File: src/rtl/instruction_pkg.sv
// Shared types for the instruction fetch unit.
// Fetch FSM states, instruction size and the prefetch entry layout.
package instruction_pkg;

    typedef enum logic [1:0] {
        RUN,
        DRAIN,
        HALTED
    } fetch_state_t;

    localparam int INST_BYTES = 4;

    typedef struct packed {
        logic [31:0] pc;
        logic [31:0] inst;
    } fetch_entry_t;

endpackage

File: src/rtl/sync_fifo.sv
// Synchronous FIFO with flush; flush wins over push in the same cycle.
// Ports: clk, reset, push/wdata, pop/rdata, flush, empty, count.
module sync_fifo #(
    parameter int WIDTH = 64,
    parameter int DEPTH = 4
) (
    input  logic                   clk,
    input  logic                   reset,
    input  logic                   push,
    input  logic [WIDTH-1:0]       wdata,
    input  logic                   pop,
    input  logic                   flush,
    output logic [WIDTH-1:0]       rdata,
    output logic                   empty,
    output logic [$clog2(DEPTH):0] count
);

    localparam int AW = $clog2(DEPTH);
    localparam int CW = AW + 1;

    logic [WIDTH-1:0] mem [DEPTH];
    logic [AW-1:0]    wr_ptr;
    logic [AW-1:0]    rd_ptr;
    logic [CW-1:0]    cnt;
    logic             do_push;
    logic             do_pop;

    assign do_push = push && (cnt != CW'(DEPTH));
    assign do_pop  = pop && (cnt != '0);
    assign empty   = (cnt == '0);
    assign count   = cnt;
    assign rdata   = mem[rd_ptr];

    always_ff @(posedge clk) begin
        if (reset || flush) begin
            wr_ptr <= '0;
            rd_ptr <= '0;
            cnt    <= '0;
        end else begin
            if (do_push) wr_ptr <= wr_ptr + AW'(1);
            if (do_pop)  rd_ptr <= rd_ptr + AW'(1);
            unique case ({do_push, do_pop})
                2'b10:   cnt <= cnt + CW'(1);
                2'b01:   cnt <= cnt - CW'(1);
                default: cnt <= cnt;
            endcase
        end
    end

    always_ff @(posedge clk) begin
        if (do_push && !reset && !flush) mem[wr_ptr] <= wdata;
    end

endmodule

File: src/rtl/fetch_unit.sv
// Instruction fetch sequencer: PC, outstanding/discard counters, halt FSM.
// Ports: imem req/gnt/rvalid bus, redirect_*, halt_i/halted_o, inst_v_o/inst_o/pc_o.
module fetch_unit
    import instruction_pkg::*;
#(
    parameter logic [31:0] RESET_PC = 32'h0000_0000,
    parameter int          DEPTH    = 4
) (
    input  logic        clk,
    input  logic        reset,
    output logic        imem_req,
    output logic [31:0] imem_addr,
    input  logic        imem_gnt,
    input  logic        imem_rvalid,
    input  logic [31:0] imem_rdata,
    input  logic        redirect_v_i,
    input  logic [31:0] redirect_pc_i,
    input  logic        halt_i,
    output logic        halted_o,
    output logic        inst_v_o,
    output logic [31:0] inst_o,
    output logic [31:0] pc_o
);

    localparam int CW = $clog2(DEPTH) + 1;

    fetch_state_t  state;
    fetch_state_t  state_next;
    logic [31:0]   fetch_pc;
    logic [31:0]   resp_pc;
    logic [31:0]   target;
    logic [CW-1:0] outst;
    logic [CW-1:0] outst_next;
    logic [CW-1:0] discard;
    logic [CW-1:0] fifo_cnt;
    logic [CW:0]   occupancy;
    logic          fire;
    logic          drop;
    logic          fifo_push;
    logic          fifo_pop;
    logic          fifo_empty;
    logic [63:0]   fifo_rdata;
    fetch_entry_t  wr_entry;
    fetch_entry_t  head;

    assign target    = {redirect_pc_i[31:2], 2'b00};
    assign occupancy = {1'b0, fifo_cnt} + {1'b0, outst};

    // Every granted request owns a FIFO slot, so the FIFO cannot overflow.
    assign imem_req  = !reset && (state == RUN) && !halt_i
                     && !redirect_v_i && (occupancy < (CW+1)'(DEPTH));
    assign imem_addr = fetch_pc;
    assign fire      = imem_req && imem_gnt;

    assign drop      = imem_rvalid && ((discard != '0) || redirect_v_i);
    assign fifo_push = imem_rvalid && !drop;

    // The kill is combinational so the slot after a taken branch never issues.
    assign inst_v_o  = !fifo_empty && !redirect_v_i;
    assign fifo_pop  = inst_v_o;
    assign head      = fifo_rdata;
    assign inst_o    = head.inst;
    assign pc_o      = head.pc;
    assign halted_o  = (state == HALTED);

    assign wr_entry.pc   = resp_pc;
    assign wr_entry.inst = imem_rdata;

    always_comb begin
        outst_next = outst;
        if (fire && !imem_rvalid) outst_next = outst + CW'(1);
        if (!fire && imem_rvalid && outst != '0) outst_next = outst - CW'(1);
    end

    // Halted means nothing is left in flight once this cycle retires.
    always_comb begin
        state_next = state;
        unique case (state)
            RUN:     if (halt_i) state_next = DRAIN;
            DRAIN:   if (!halt_i) state_next = RUN;
                     else if (outst_next == '0) state_next = HALTED;
            HALTED:  if (!halt_i) state_next = RUN;
            default: state_next = RUN;
        endcase
    end

    always_ff @(posedge clk) begin
        if (reset) begin
            state    <= RUN;
            fetch_pc <= RESET_PC;
            resp_pc  <= RESET_PC;
            outst    <= '0;
            discard  <= '0;
        end else begin
            state <= state_next;
            outst <= outst_next;
            if (redirect_v_i) begin
                fetch_pc <= target;
                resp_pc  <= target;
                discard  <= (imem_rvalid && outst != '0) ? outst - CW'(1) : outst;
            end else begin
                if (fire) fetch_pc <= fetch_pc + 32'(INST_BYTES);
                if (fifo_push) resp_pc <= resp_pc + 32'(INST_BYTES);
                if (imem_rvalid && discard != '0) discard <= discard - CW'(1);
            end
        end
    end

    sync_fifo #(
        .WIDTH (64),
        .DEPTH (DEPTH)
    ) u_fifo (
        .clk   (clk),
        .reset (reset),
        .push  (fifo_push),
        .wdata (wr_entry),
        .pop   (fifo_pop),
        .flush (redirect_v_i),
        .rdata (fifo_rdata),
        .empty (fifo_empty),
        .count (fifo_cnt)
    );

endmodule

File: config.mk
export PLATFORM = sky130hd
export DESIGN_NAME = fetch_unit
export DESIGN_NICKNAME = d
export VERILOG_FILES = /design/src/rtl/instruction_pkg.sv /design/src/rtl/sync_fifo.sv /design/src/rtl/fetch_unit.sv
export SDC_FILE = /design/constraint.sdc
export NUM_CORES = 1
export LEC_CHECK = 0
export BUFFER_PORTS_ARGS = -buffer_cell sky130_fd_sc_hd__buf_2
export CAP_MARGIN = 20
export CORE_MARGIN = 3
export CORE_UTILIZATION = 30
export DETAILED_ROUTE_END_ITERATION = 7
export PLACE_DENSITY = 0.54
export SKIP_CTS_REPAIR_TIMING = 1
export SLEW_MARGIN = 40
export SYNTH_ARGS = -nofsm -noshare
export SYNTH_HDL_FRONTEND = slang
export SYNTH_HIERARCHICAL = 1
export SYNTH_SLANG_ARGS = --single-unit
File: constraint.sdc
create_clock -name clk -period 5.05 [get_ports clk]
set_input_delay 1.01 -clock clk [delete_from_list [all_inputs] [get_ports clk]]
set_output_delay 1.01 -clock clk [all_outputs]
set_load 0.02 [all_outputs]
==> impl_metrics.env <==
export IMPL_status="complete, no violations"
export IMPL_seq_area_um2=9240
export IMPL_fp_coreArea_um2=44700
export IMPL_fmax_ghz=0.305
export IMPL_drive_gt1_share_pct=29.2
export IMPL_hold_violations=0
export IMPL_cts_tree="done"
export IMPL_clock_skew_ns=0.0149
export IMPL_worst_slack_ns=1.77
export IMPL_finalMaxSlewViolations=0
export IMPL_stdcell_area_um2=16500
export IMPL_maxCapViolCount=0
export IMPL_cts_buffers=39
export IMPL_insertion_delay_ns=0.53
export IMPL_io_pins=169
export IMPL_antenna_found_initial=0
export IMPL_nNetsFinal=1151
export IMPL_n_antenna_cell=0
export IMPL_synth_edff_count=256
export IMPL_multiInputGateArea_um2=4280
export IMPL_root_buffer="clkbuf_16"
export IMPL_drtAntennaViolNets=0
export IMPL_grt_max_degree=61
export IMPL_ys_seq_elements=333
export IMPL_vias=8347
export IMPL_firstDrtPassIters=5
export IMPL_yosys_warnings=6
export IMPL_dieWidth_um=220
export IMPL_required_ns=4.04
export IMPL_p_per_area_nw_per_um2=366
export IMPL_tns_ns=0
export IMPL_pre_cts_ws_ns=1.42
export IMPL_globalplace_congestion=0.801
export IMPL_rsz0062_at_grt="no"
export IMPL_syn_area_um2=13800
export IMPL_path_clk_slew_ns=0.06
export IMPL_num_rows=77
export IMPL_synth_main_ff_cell="edfxtp_1"
export IMPL_period_minus_slack_ns=3.28
export IMPL_startpoint_type="primary input"
export IMPL_remaining_drc_errors=0
export IMPL_p_leak_nw=5.49
export IMPL_post_route_period_util_pct=65.0
export IMPL_synthCells=887
export IMPL_ys_async_sr_fraction_pct=0
export IMPL_dieArea_um2=48400
export IMPL_grt_pass1_vias=8264
export IMPL_cts_max_level=2
export IMPL_finalSetupViolCount=0
export IMPL_io_buffer_count=164
export IMPL_critical_path_class="primary input to output pin"
export IMPL_dieHeight_um=220
export IMPL_n_fill_cell=4313
export IMPL_cts_buffer_depth=3
export IMPL_peakVddDrop_v=0.000211
export IMPL_grt_pass1_wl_mm=50.1
export IMPL_grt_use_total_pct=13.6
export IMPL_syn_avg_cell_area_um2=15.5
export IMPL_wl_per_cell_um=19.8
export IMPL_start_util_pct=30.8
export IMPL_wirelength_mm=33.4
export IMPL_synthToLayoutAreaGrowth_pct=20.2
export IMPL_cts_sinks=333
export IMPL_crit_path_end_kind="output pin"
export IMPL_yosysUniqueCellTypes=66
export IMPL_drtIter0Drc=499
export IMPL_hold_path_class="flop to flop"
export IMPL_max_slew_margin_pct=47.1
export IMPL_grt_overflow=0
export IMPL_total_power_mw=6.05
export IMPL_worstPathMaxFanout=31
export IMPL_vias_per_cell=4.96
export IMPL_worst_pin_slew_ns=0.794
export IMPL_place_area_um2=15400
export IMPL_ys_seq_area_share_pct=67.1
export IMPL_arrival_ns=2.27
export IMPL_dp_hpwl_mm=21.7
==> final cells by class <==
class / instances / area share, %
clock buffer: 51 / 6.49
clock inverter: 16 / 0.651
inverter: 17 / 0.386
multi-input combinational: 497 / 25.9
sequential: 333 / 55.9
tap: 592 / 4.48
timing repair buffer: 178 / 6.21
==> state kept, by name, indices dropped and copies added, names as in the netlist, named ones only <==
name	cells
u_fifo/wr_ptr	2
resp_pc	30
u_fifo/count	3
discard	3
imem_addr	30
u_fifo/rd_ptr	2
u_fifo/mem	256
outst	3
state	2
==> power breakdown <==
part,switching (mW),internal (mW)
logic,0.216,0.144
registers,0.0713,3.01
clock network,1.07,1.54
==> synth_stat cells (2+ instances only) <==
master,number,area share [%]
edfxtp_1,256,56
dfxtp_1,77,11
mux4_2,65,11
nand2_1,61,1.7
nor2_1,32,0.87
clkbuf_1,23,0.63
a21oi_1,22,0.80
nand3_1,22,0.80
o21ai_0,22,0.80
a31oi_1,19,0.86
nand4_1,19,0.86
or3_1,18,0.82
xnor2_1,17,1.1
and3_1,16,0.73
inv_1,16,0.44
nor3_1,16,0.58
ha_1,14,1.3
nor4_1,13,0.59
a21boi_0,11,0.60
o211ai_1,10,0.55
o21a_1,10,0.55
buf_1,9,0.25
mux2i_1,9,0.66
xor2_1,9,0.57
a211oi_1,8,0.44
buf_4,8,0.44
and4_1,7,0.45
nor2b_1,6,0.27
a41oi_1,5,0.32
and2_1,5,0.23
buf_2,4,0.15
nand3b_1,4,0.22
a311oi_1,3,0.19
clkbuf_2,3,0.11
mux2_2,3,0.25
nor4_2,3,0.27
nor4_4,3,0.46
o31ai_1,3,0.16
or4_1,3,0.16
a21o_1,2,0.11
buf_6,2,0.16
nand2b_1,2,0.091
nand3_2,2,0.15
o211a_1,2,0.15
or2_2,2,0.091
==> stage by stage <==
stage	cells	hold WS (ns)	util (%)
2_1_floorplan	896	0.457	-
3_3_place_gp	1614	0.463	34.2
3_5_place_dp	1617	0.482	34.3
4_1_cts	1684	0.489	37.0
5_1_grt	1684	0.536	37.0
6_report	1684	0.492	37.0
==> final timing paths <==
path         slack [ns]  cells past startpoint                           from                    endpoint
max                1.77                      4                   redirect_v_i                    inst_v_o
min                0.49                      2  u_fifo/rd_ptr[1]$_SDFFE_PP0P_                        flop
max reg2reg        2.10                      6            outst[2]$_SDFF_PP0_  imem_addr[26]$_SDFFE_PP0P_
min reg2reg        0.49                      2  u_fifo/rd_ptr[1]$_SDFFE_PP0P_                        flop
==> cells by family after synthesis <==
family | synth area share, %
AOI/OAI and AO/OA | 6.23
xor gates and xnor gates | 1.66
adders and majority gates | 1.42
buffers and inverters | 2.19
DFF | 67.1
muxes | 11.5
other | 0.0273
and+or+nand+nor | 9.83
==> per-layer routing <==
| metal | wire length, µm | up-vias | GRT usage (%) |
|---|---|---|---|
| met2 | 15400 | 233 | 21.7 |
| met5 | 0 | - | 0 |
| li1 | - | 3856 | - |
| met3 | 1960 | 52 | 2.76 |
| met4 | 718 | 0 | 4.36 |
| met1 | 15300 | 4206 | 18.9 |
==> layout by cell type, fill, tap and decap left out, types with 16 or more instances in the layout <==
| cell | synthesis | layout |
|---|---|---|
| a21oi_1 | 22 | 22 |
| a31oi_1 | 19 | 19 |
| buf_2 | 4 | 164 |
| clkbuf_16 | 0 | 41 |
| dfxtp_1 | 77 | 75 |
| edfxtp_1 | 256 | 256 |
| inv_1 | 16 | 16 |
| mux4_2 | 65 | 65 |
| nand2_1 | 61 | 61 |
| nand3_1 | 22 | 22 |
| nand4_1 | 19 | 19 |
| nor2_1 | 32 | 32 |
| nor3_1 | 16 | 16 |
| o21ai_0 | 22 | 22 |
| or3_1 | 18 | 18 |
| xnor2_1 | 17 | 17 |
==> critical path: stages <==
cell and delay [ns]:
buf_2 0.53, buf_4 0.39, nor2_1 0.12, buf_2 0.20
No activity file was read; power rests on OpenSTA's default activity.
